## config.mk

```make
export PLATFORM = sky130hd
export DESIGN_NAME = serial_sweep_sequencer
export DESIGN_NICKNAME = d
export VERILOG_FILES = /design/src/rtl/serial_sweep_sequencer.sv
export SDC_FILE = /design/constraint.sdc
export NUM_CORES = 1
export LEC_CHECK = 0
export CAP_MARGIN = 5
export CORE_ASPECT_RATIO = 0.8
export CORE_MARGIN = 3
export CORE_UTILIZATION = 25
export DETAILED_ROUTE_END_ITERATION = 10
export MAX_ROUTING_LAYER = met4
export PLACE_DENSITY = 0.4
export SYNTH_ARGS = -nofsm -noshare
export SYNTH_HDL_FRONTEND = slang
export SYNTH_SLANG_ARGS = --single-unit
```

## constraint.sdc

```tcl
create_clock -name clk -period 2.2 [get_ports clk]
set_clock_uncertainty 0.05 [all_clocks]
set_input_delay 0.66 -clock clk [delete_from_list [all_inputs] [get_ports clk]]
set_output_delay 0.66 -clock clk [all_outputs]
set_load 0.005 [all_outputs]
```

## src/rtl/serial_sweep_sequencer.sv

```systemverilog
// Sweeps a 16x4 synchronous memory and sends one {addr, data} frame per
// address, MSB first, over a tx_clk/tx_sync/tx_data serial link.
module serial_sweep_sequencer #(
  parameter int unsigned CLK_DIV   = 2,
  parameter logic [3:0]  LAST_ADDR = 4'd15
) (
  input  logic       clk,
  input  logic       rst,
  input  logic       ena,
  output logic [3:0] mem_addr,
  input  logic [3:0] mem_data,
  output logic       busy,
  output logic       done,
  output logic       tx_clk,
  output logic       tx_sync,
  output logic       tx_data
);

  localparam int unsigned  PW     = (CLK_DIV > 1) ? $clog2(2 * CLK_DIV) : 1;
  localparam logic [PW-1:0] P_LAST = PW'(2 * CLK_DIV - 1);
  localparam logic [PW-1:0] P_HIGH = PW'(CLK_DIV);

  typedef enum logic [2:0] {
    IDLE,
    FETCH,
    LOAD,
    SHIFT,
    GAP,
    DONE
  } state_t;

  state_t          state_q, state_d;
  logic [PW-1:0]   ph_q, ph_d;
  logic [2:0]      bit_q, bit_d;
  logic [3:0]      addr_d;
  logic [7:0]      sr_q, sr_d;
  logic            ena_q;
  logic            start;

  logic            busy_d, done_d, tx_clk_d, tx_sync_d, tx_data_d;

  // ena history resets to 1 so a level held through reset is not an edge
  assign start = ena & ~ena_q;

  // State, counters, address and shift register
  always_ff @(posedge clk) begin
    if (rst) begin
      state_q  <= IDLE;
      ph_q     <= '0;
      bit_q    <= '0;
      mem_addr <= '0;
      sr_q     <= '0;
      ena_q    <= 1'b1;
    end else begin
      state_q  <= state_d;
      ph_q     <= ph_d;
      bit_q    <= bit_d;
      mem_addr <= addr_d;
      sr_q     <= sr_d;
      ena_q    <= ena;
    end
  end

  // Next-state and datapath sequencing
  always_comb begin
    state_d = state_q;
    ph_d    = ph_q;
    bit_d   = bit_q;
    addr_d  = mem_addr;
    sr_d    = sr_q;
    case (state_q)
      IDLE, DONE: begin
        if (start) begin
          state_d = FETCH;
          addr_d  = '0;
        end else begin
          state_d = IDLE;
        end
      end
      FETCH: state_d = LOAD;
      LOAD: begin
        state_d = SHIFT;
        sr_d    = {mem_addr, mem_data};
        ph_d    = '0;
        bit_d   = '0;
      end
      SHIFT: begin
        if (ph_q == P_LAST) begin
          ph_d = '0;
          if (bit_q == 3'd7) begin
            state_d = GAP;
          end else begin
            bit_d = bit_q + 3'd1;
            sr_d  = {sr_q[6:0], 1'b0};
          end
        end else begin
          ph_d = ph_q + PW'(1);
        end
      end
      GAP: begin
        if (ph_q == P_LAST) begin
          ph_d = '0;
          if (mem_addr == LAST_ADDR) begin
            state_d = DONE;
          end else begin
            state_d = FETCH;
            addr_d  = mem_addr + 4'd1;
          end
        end else begin
          ph_d = ph_q + PW'(1);
        end
      end
      default: state_d = IDLE;
    endcase
  end

  // Output values derived from the upcoming state so the outputs can be registered
  always_comb begin
    busy_d    = (state_d == FETCH) || (state_d == LOAD) ||
                (state_d == SHIFT) || (state_d == GAP);
    done_d    = (state_d == DONE);
    tx_sync_d = (state_d == SHIFT);
    tx_clk_d  = (state_d == SHIFT) && (ph_d >= P_HIGH);
    tx_data_d = (state_d == SHIFT) && sr_d[7];
  end

  // Registered outputs
  always_ff @(posedge clk) begin
    if (rst) begin
      busy    <= 1'b0;
      done    <= 1'b0;
      tx_clk  <= 1'b0;
      tx_sync <= 1'b0;
      tx_data <= 1'b0;
    end else begin
      busy    <= busy_d;
      done    <= done_d;
      tx_clk  <= tx_clk_d;
      tx_sync <= tx_sync_d;
      tx_data <= tx_data_d;
    end
  end

endmodule

```

Word level (Yosys, flattened, before mapping):

Cells that the tools add are included.

* register bits: 26
* input bits: 7
* output and inout bits: 9

* $add $sub $neg: 3
* magnitude comparators: 1
* equality and inequality tests: 18
* muxes and demuxes: 18
* bitwise logic cells: 2
* reductions and logical operators: 12

Operator list (count)
* $mux W3: 6
* $mux W8: 2
* $pmux W8 S2: 1
* $eq A3 B3 Y1 const B: 5
* $pmux W3 S5: 1
* $eq A3 B2 Y1 const B: 4
* $mux W4: 3
* $ne A2 B2 Y1 const B: 5
* $pmux W4 S2: 1
* $eq A3 B1 Y1 const B: 2
* $pmux W3 S2: 1
* $add A4 B1 Y4 const B: 1
* $eq A4 B4 Y1 const B: 1
* $pmux W2 S2: 1
* $reduce_and A4 Y1: 1
* $reduce_bool A2 Y1: 2
* $reduce_or A2 Y1: 2
* $add A3 B1 Y3 const B: 1
* $logic_not A3 Y1: 1
* $logic_or A1 B1 Y1: 3
* $reduce_and A3 Y1: 1
* $add A2 B1 Y2 const B: 1
* $eq A2 B2 Y1 const B: 1
* $ge A2 B2 Y1 const B: 1
* 5 further kinds: 6

Depth between registers and ports, before layout:

Gate-level depths: netlist of run 1.

* depth after elaboration: 8
* depth in mapped cells: 7
* gate-level depth less buffers: 7

Least setup slack after synthesis of run 1:

No wires, ideal clock.

* kind: reg-to-reg
* start: register bit_q[0]
* end: register busy
* arrival: 1.486 ns
* data required time: 2.022 ns
* path slack: 0.537 ns
* stages on the path, launching flop included: 8
* period minus slack after synthesis: 1.663 ns
* cells stage by stage: dfxtp_1 > ha_1 > ha_1 > and4_4 > or3_1 > nand4_1 > xor2_1 > nor2_1

* cells in the longest elaborated chain, start to end: 8

Ends and longest elaborated chain
* start: declaration: line 34 `logic [2:0] bit_q, bit_d;`
* start signal: assignment: line 57 `bit_q <= bit_d;`
* $eq A3 B3 Y1 (*): line 90 `if (bit_q == 3'd7) begin`
* $mux W3 (*): line 90
* $mux W3 (*): line 88 `if (ph_q == P_LAST) begin`
* $pmux W3 S5 (*): line 71 `case (state_q)`
* $eq A3 B1 Y1 / $eq A3 B2 Y1 (equally long branches): line 119 `busy_d = (state_d == FETCH) || (state_d == LOAD) ||`
* $logic_or A1 B1 Y1 (2 in a row): line 119
* $logic_or A1 B1 Y1 (*): line 120 `(state_d == SHIFT) || (state_d == GAP);`
* end signal: assignment: line 136 `busy <= busy_d;`
* end: declaration: line 12 `output logic busy,`

Mark *: on every way between the ends. The rest lies on a longest branch, timed or not.
A chain may end at the register's enable or synchronous reset.

Final worst setup path of run 1:

* start: register mem_addr[0]
* end: output mem_addr[0]

RTL lines
* start: declaration: line 10 `output logic [3:0] mem_addr,`
* start signal: assignment: line 58 `mem_addr <= addr_d;`

No word-level cell between the ends.

==> results of run 1 <==
==> final timing paths <==
| path | endpoint | startpoint | slack [ps] | cells after the start |
|---|---|---|---|---|
| setup / recovery | mem_addr[0] | mem_addr[0] | 230 | 1 |
| hold / removal | bit_q[1] | bit_q[1] | 410 | 2 |
| setup reg to reg | sr_q[1] | ph_q[0] | 300 | 6 |
| hold reg to reg | bit_q[1] | bit_q[1] | 410 | 2 |
==> per-layer routing <==
layer,wire [µm],vias to the layer above,track usage
li1,-,471,-
met5,0,-,-
met3,115,5,0.0360
met2,1090,21,0.150
met4,31,0,0.0306
met1,1270,432,0.134
==> cell usage after synthesis, types with 3 or more instances <==
master    count  share of area
o21ai_0       3          0.013
ha_1          4          0.042
nand4_1       4          0.021
dfxtp_1      26           0.44
a21oi_1       6          0.025
nor2_1       21          0.067
a222oi_1      5          0.042
nand2b_1      5          0.027
nand2_1      11          0.035
xnor2_1       3          0.022
nand3_1       4          0.017
==> final cells by class <==
cell class | count | area share
Multi-Input combinational cell | 91 | 0.430
Sequential cell | 26 | 0.371
Timing Repair Buffer | 16 | 0.113
Tap cell | 57 | 0.0509
Inverter | 2 | 0.00536
Clock buffer | 3 | 0.0295
==> sequential cells by signal, summed over array words and instances, names as in the netlist <==
signal / count
sr_q: 8
bit_q: 3
ena_q: 1
state_q: 3
ph_q: 2
mem_addr: 4
tx_data: 1
tx_clk: 1
tx_sync: 1
busy: 1
done: 1
==> logic make-up after synthesis <==
| logic type | Yosys count | synth area share |
|---|---|---|
| and+or+nand+nor | 58 | 0.266 |
| DFF | 26 | 0.442 |
| AOI/OAI and AO/OA | 23 | 0.156 |
| buffers and inverters | 9 | 0.0467 |
| xor gates and xnor gates | 4 | 0.0297 |
| adders and majority gates | 4 | 0.0425 |
| muxes | 2 | 0.0170 |
==> metrics by stage <==
step / power, W / std cells
after floorplan: 0.000622 / 126
after global placement: 0.000660 / 192
after detailed placement: 0.000660 / 192
after CTS: 0.000931 / 195
after global routing: 0.000967 / 195
final: 0.000915 / 195
==> power by group <==
part / switching (W) / internal [W] / leakage, nW
clock network: 0.000143 / 0.000123 / 0.0216
registers: 0.0000274 / 0.000492 / 0.211
logic: 0.0000671 / 0.0000623 / 0.256
total: 0.000238 / 0.000677 / 0.489
==> flow_metrics.env, run 1 <==
export IMPL_cts_buffer_depth=2
export IMPL_final_common_cell="dfxtp_1"
export IMPL_leakage_nw=0.489
export IMPL_crit_path_end_kind="output port"
export IMPL_final_cell_area_um2=1400
export IMPL_cp_cell_sequence="clkdlybuf4s50_1"
export IMPL_globalRouteOverflowTotal=0
export IMPL_outcome="finished, final reports clean"
export IMPL_cts_buffers=3
export IMPL_synth_seq_area_share=0.442
export IMPL_crit_slowest_cell="clkdlybuf4s50_1"
export IMPL_yosys_cell_types_count=36
export IMPL_hold_buffers=0
export IMPL_cpLargestDelayFamily="buffers and inverters"
export IMPL_tightest_slew_ps=505
export IMPL_grt_pass1_vias=937
export IMPL_cp_arrival_ps=1260
export IMPL_cts_tree="built"
export IMPL_fillers=495
export IMPL_drtIter0Drc=67
export IMPL_ir_worst_vdd_mv=0.221
export IMPL_cp_start_kind="register"
export IMPL_drt_total_wl_um=2500
export IMPL_grt_max_degree=14
export IMPL_fin_ws_ps=231
export IMPL_powerDensity_nw_per_um2=653
export IMPL_wl_per_cell_um=12.8
export IMPL_drive_gt1_frac=0.0942
export IMPL_rsz0062_at_grt="no"
export IMPL_drt_vias_per_instance=4.76
export IMPL_whs_ps=415
export IMPL_period_needed_ps=1970
export IMPL_die_y_um=67.4
export IMPL_htree_levels=1
export IMPL_crit_buf_inv=1
export IMPL_grt_pass1_wl_um=4190
export IMPL_syn_nets=137
export IMPL_required_ps=1490
export IMPL_setup_viol=0
export IMPL_async_flop_share=0
export IMPL_clockRootBuffer="clkbuf_8"
export IMPL_cts_setup_buffers=0
export IMPL_synth_edff_count=0
export IMPL_path_clk_slew_ps=90
export IMPL_cts_resized=0
export IMPL_fin_nets=151
export IMPL_fmax_mhz=508
export IMPL_clkLatencyLatePin_ps=270
export IMPL_grt_use_total=0.103
export IMPL_area_delta_synth_final_pct=18.9
export IMPL_antenna_found_initial=0
export IMPL_avgSynthCellArea_um2=9.35
export IMPL_drc=0
export IMPL_dieArea_um2=5580
export IMPL_synth_seq_cells=26
export IMPL_start_util=0.270
export IMPL_layout_common_cells="dfxtp_1 (26), nor2_1 (21), clkdlybuf4s50_1 (15)"
export IMPL_synth_warning_count=0
export IMPL_ys_flop_type="dfxtp_1"
export IMPL_ios=16
export IMPL_path_class="register to output port"
export IMPL_timing_slew_headroom=0.663
export IMPL_seqCellArea_um2=520
export IMPL_maxCapViolCount=0
export IMPL_vias=929
export IMPL_multiInputGateArea_um2=603
export IMPL_row_count=21
export IMPL_synthesis_instances=126
export IMPL_core_um2=4360
export IMPL_dpl_cell_area_um2=1360
export IMPL_die_w_um=82.8
export IMPL_slowest_delay_ps=550
export IMPL_cts_sinks=26
export IMPL_hold_class="register to register"
export IMPL_dr_pass1_iters=5
export IMPL_hold_violations=0
export IMPL_gp_congestion=0.725
export IMPL_post_route_period_util=0.895
export IMPL_tns_ps=0
export IMPL_final_util=0.321
export IMPL_hpwl_um=1820
export IMPL_n_antenna_cell=0
export IMPL_synthesis_area_um2=1180
export IMPL_preCtsSetupSlack_ps=231
export IMPL_slew_viol_final=0
export IMPL_port_buffers=15
export IMPL_path_max_fanout=5
export IMPL_drtAntennaViolNets=0
No activity file was read; power rests on OpenSTA's default activity.
==> run 2, diff against run 1 <==
- CORE_UTILIZATION: 25 -> 35
- PLACE_DENSITY: 0.4 -> 0.52
==> flow_metrics.env, run 2 (synthesized netlist as in run 1, its figures left out) <==
export IMPL_post_route_period_util=0.895
export IMPL_r2r_start="ph_q[0]"
export IMPL_cp_start_kind="register"
export IMPL_path_class="register to output port"
export IMPL_cts_buffer_depth=2
export IMPL_gp_congestion=0.846
export IMPL_die_w_um=70.9
export IMPL_grt_max_degree=16
export IMPL_hold_violations=0
export IMPL_slew_viol_final=0
export IMPL_layout_common_cells="dfxtp_1 (26), nor2_1 (21), clkdlybuf4s50_1 (15)"
export IMPL_required_ps=1490
export IMPL_finalNonFillerCells=182
export IMPL_cp_arrival_ps=1260
export IMPL_hold_path_startpoint="bit_q[1]"
export IMPL_path_clk_slew_ps=90
export IMPL_area_delta_synth_final_pct=21.5
export IMPL_fin_nets=154
export IMPL_drive_gt1_frac=0.120
export IMPL_dpl_cell_area_um2=1360
export IMPL_path_max_fanout=5
export IMPL_rsz0062_at_grt="no"
export IMPL_p_total_w=0.00105
export IMPL_crit_buf_inv=1
export IMPL_cts_setup_buffers=0
export IMPL_ir_worst_vdd_mv=0.422
export IMPL_outcome="finished, final reports clean"
export IMPL_crit_path_start="mem_addr[2]"
export IMPL_rr_endpoint="sr_q[5]"
export IMPL_vias=925
export IMPL_ios=16
export IMPL_drc=0
export IMPL_period_needed_ps=1970
export IMPL_antenna_found_initial=0
export IMPL_drt_total_wl_um=2350
export IMPL_largest_reg_flops=8
export IMPL_dpl_cell_count=178
export IMPL_multiInputGateArea_um2=603
export IMPL_fmax_mhz=508
export IMPL_path_depth=1
export IMPL_core_um2=3150
export IMPL_hold_buffers=0
export IMPL_globalRouteOverflowTotal=0
export IMPL_wl_per_cell_um=12.9
export IMPL_maxCapViolCount=0
export IMPL_port_buffers=15
export IMPL_crit_path_end_kind="output port"
export IMPL_drt_vias_per_instance=5.08
export IMPL_final_cell_area_um2=1430
export IMPL_dr_pass1_iters=4
export IMPL_clkLatencyLatePin_ps=270
export IMPL_final_common_cell="dfxtp_1"
export IMPL_cpLargestDelayFamily="buffers and inverters"
export IMPL_die_y_um=57.9
export IMPL_dieArea_um2=4100
export IMPL_htree_levels=1
export IMPL_cts_buffers=3
export IMPL_tns_ps=0
export IMPL_tightest_slew_ps=494
export IMPL_cts_resized=0
export IMPL_hold_class="register to register"
export IMPL_reg2reg_slack_ps=320
export IMPL_cts_tree="built"
export IMPL_grt_pass1_vias=847
export IMPL_fillers=323
export IMPL_leakage_nw=0.518
export IMPL_powerDensity_nw_per_um2=733
export IMPL_crit_slowest_cell="clkdlybuf4s50_1"
export IMPL_drtAntennaViolNets=0
export IMPL_start_util=0.374
export IMPL_grt_use_total=0.127
export IMPL_seqCellArea_um2=520
export IMPL_crit_end="mem_addr[2]"
export IMPL_r2r_cells=6
export IMPL_hpwl_um=1790
export IMPL_setup_viol=0
export IMPL_row_count=18
export IMPL_drtIter0Drc=71
export IMPL_clockRootBuffer="clkbuf_8"
export IMPL_timing_slew_headroom=0.670
export IMPL_regMostFlops="sr_q"
export IMPL_top_regs="sr_q x8, mem_addr x4"
export IMPL_cts_sinks=26
export IMPL_slowest_delay_ps=550
export IMPL_n_antenna_cell=0
export IMPL_grt_pass1_wl_um=3990
export IMPL_cp_cell_sequence="clkdlybuf4s50_1"
-- run 2: cell count changes in the layout (fill, tap and decap cells not counted) --
cell       before  now
bufinv_16       0    1
buf_4           1    4
-- run 2: routing by layer --
metal	track usage	share of wire	vias up
met4	0.0161	0	0
li1	-	-	479
met3	0.0433	0.060	0
met2	0.181	0.41	23
met1	0.179	0.53	423
met5	-	0	-
-- run 2: through the flow --
stage / hold WS [ps] / setup slack, ps / util
after floorplan: 382 / 537 / -
after global placement: 395 / 290 / 0.432
after detailed placement: 401 / 244 / 0.432
after CTS: 414 / 222 / 0.454
after global routing: 434 / 130 / 0.454
final: 410 / 230 / 0.454
-- run 2: cell type report --
| cell class | count | area share |
|---|---|---|
| well taps | 40 | 0.0349 |
| clock inverters | 1 | 0.0210 |
| repair buffers | 19 | 0.126 |
| multi-input cells | 91 | 0.421 |
| clock buffers | 3 | 0.0288 |
| flip-flops and latches | 26 | 0.363 |
| inverters | 2 | 0.00524 |
-- run 2: how the worst min path moves through the flow --
stage	endpoint	slack, ps	cells past startpoint
2_1_floorplan	sr_q[2]	380	2
3_3_place_gp	bit_q[2]	390	2
3_5_place_dp	bit_q[1]	400	2
4_1_cts	bit_q[1]	410	2
5_1_grt	bit_q[1]	430	2
6_report	bit_q[1]	410	2
-- run 2: report_power, final --
group / leakage (nW) / switching (W) / total, W / internal (W)
combinational: 0.271 / 0.0000716 / 0.000141 / 0.0000691
clock: 0.0357 / 0.000153 / 0.000396 / 0.000243
sequential: 0.211 / 0.0000212 / 0.000513 / 0.000492
total: 0.518 / 0.000246 / 0.00105 / 0.000805
==> run 3, diff against run 2 <==
- CELL_PAD_IN_SITES_DETAIL_PLACEMENT: default -> 2
- CELL_PAD_IN_SITES_GLOBAL_PLACEMENT: default -> 2
- CORE_UTILIZATION: 35 -> 37
- DONT_BUFFER_PORTS: default -> 1
- PLACE_DENSITY: 0.52 -> 0.72
==> flow_metrics.env, run 3 (synthesized netlist as in run 1, its figures left out) <==
export IMPL_largest_reg_flops=8
export IMPL_outcome="finished, final reports clean"
export IMPL_slew_viol_final=0
export IMPL_area_delta_synth_final_pct=6.69
export IMPL_cts_resized=0
export IMPL_rr_endpoint="sr_q[4]"
export IMPL_cpLargestDelayFamily="simple AND/OR/NAND/NOR gates"
export IMPL_gp_congestion=0.717
export IMPL_r2r_cells=7
export IMPL_path_clk_slew_ps=90
export IMPL_ios=16
export IMPL_fmax_mhz=507
export IMPL_rsz0062_at_grt="no"
export IMPL_drtAntennaViolNets=0
export IMPL_p_total_w=0.00103
export IMPL_tightest_slew_ps=437
export IMPL_period_needed_ps=1970
export IMPL_leakage_nw=0.449
export IMPL_cts_setup_buffers=0
export IMPL_seqCellArea_um2=520
export IMPL_vias=920
export IMPL_drt_vias_per_instance=5.68
export IMPL_row_count=17
export IMPL_top_regs="sr_q x8, mem_addr x4"
export IMPL_post_route_period_util=0.896
export IMPL_dr_pass1_iters=5
export IMPL_required_ps=2310
export IMPL_clockRootBuffer="clkbuf_8"
export IMPL_port_buffers=0
export IMPL_grt_pass1_wl_um=4780
export IMPL_regMostFlops="sr_q"
export IMPL_finalNonFillerCells=162
export IMPL_dpl_cell_count=158
export IMPL_final_cell_area_um2=1260
export IMPL_p_int_w=0.000781
export IMPL_r2r_start="bit_q[0]"
export IMPL_path_class="register to register"
export IMPL_cp_cell_sequence="ha_1 > ha_1 > nand2b_1 > nand2_1 > nand2_2 > a222oi_1 > nor2_1"
export IMPL_cts_buffer_depth=2
export IMPL_clkLatencyLatePin_ps=280
export IMPL_n_antenna_cell=0
export IMPL_dpl_cell_area_um2=1190
export IMPL_hold_buffers=0
export IMPL_core_um2=2890
export IMPL_htree_levels=1
export IMPL_crit_buf_inv=0
export IMPL_setup_viol=0
export IMPL_switching_share=0.240
export IMPL_ir_worst_vdd_mv=0.323
export IMPL_tns_ps=0
export IMPL_drive_gt1_frac=0.113
export IMPL_final_common_cell="dfxtp_1"
export IMPL_cpMostUsedCell="ha_1"
export IMPL_grt_pass1_vias=949
export IMPL_globalRouteOverflowTotal=0
export IMPL_cts_tree="built"
export IMPL_hold_class="primary input to register"
export IMPL_drt_total_wl_um=2740
export IMPL_layout_common_cells="dfxtp_1 (26), nor2_1 (21), nand2_1 (11)"
export IMPL_wl_per_cell_um=16.9
export IMPL_crit_end="sr_q[4]"
export IMPL_crit_path_end_kind="register"
export IMPL_path_depth=7
export IMPL_fillers=319
export IMPL_hpwl_um=1970
export IMPL_start_util=0.407
export IMPL_cp_arrival_ps=2090
export IMPL_drc=0
export IMPL_cts_buffers=3
export IMPL_cp_start_kind="register"
export IMPL_timing_slew_headroom=0.708
export IMPL_powerDensity_nw_per_um2=817
export IMPL_hold_path_startpoint="rst"
export IMPL_grt_max_degree=21
export IMPL_antenna_found_initial=0
export IMPL_slowest_delay_ps=440
export IMPL_power_frac_comb=0.105
export IMPL_seqPwrFrac=0.503
export IMPL_hold_violations=0
export IMPL_p_sw_w=0.000246
export IMPL_path_max_fanout=10
export IMPL_dieArea_um2=3900
export IMPL_grt_use_total=0.157
export IMPL_maxCapViolCount=0
export IMPL_reg2reg_slack_ps=230
export IMPL_die_w_um=69.1
export IMPL_fin_nets=136
export IMPL_crit_path_start="bit_q[0]"
export IMPL_multiInputGateArea_um2=603
export IMPL_clockPowerShare=0.392
export IMPL_die_y_um=56.5
export IMPL_cts_sinks=26
export IMPL_crit_slowest_cell="a222oi_1"
export IMPL_drtIter0Drc=80
-- run 3: changes by cell type in the layout (fill, tap and decap cells not counted), sizes merged --
| cell | previous run | this run |
|---|---|---|
| buf | 4 | 1 |
| clkdlybuf4s50 | 15 | 0 |
-- run 3: final cells by class --
type,count,area share
Tap cell,38,0.0378
Clock buffer,3,0.0328
Sequential cell,26,0.414
Inverter,2,0.00597
Multi-Input combinational cell,91,0.480
Timing Repair Buffer,1,0.00597
Clock inverter,1,0.0239
-- run 3: worst min path at each step --
stage                      end  cells after the start
detailed placement     sr_q[2]                      2
global route        state_q[0]                      1
floorplan              sr_q[2]                      2
finish              state_q[0]                      1
CTS                 state_q[0]                      1
global placement      bit_q[1]                      2
-- run 3: metal layers --
| layer | vias to the layer above | track usage | share of wire |
|---|---|---|---|
| li1 | 440 | - | - |
| met1 | 461 | 0.205 | 0.48 |
| met2 | 15 | 0.239 | 0.47 |
| met3 | 4 | 0.0483 | 0.048 |
| met4 | 0 | 0.0334 | 0.0077 |
| met5 | - | - | 0 |
-- run 3: power by group through the flow --
stage	Sequential (W)	Clock (W)	Combinational, W
detailed placement	0.000527	0	0.000109
finish	0.000517	0.000402	0.000108
CTS	0.000517	0.000421	0.000110
floorplan	0.000514	0	0.000108
global placement	0.000526	0	0.000105
global route	0.000521	0.000446	0.000123
-- run 3: through the flow --
stage | utilization | hold slack (ps) | worst slack, ps
floorplan | - | 382 | 537
global placement | 0.410 | 391 | 347
detailed placement | 0.410 | 399 | 260
CTS | 0.435 | 375 | 192
global route | 0.435 | 361 | 63.9
finish | 0.435 | 387 | 228
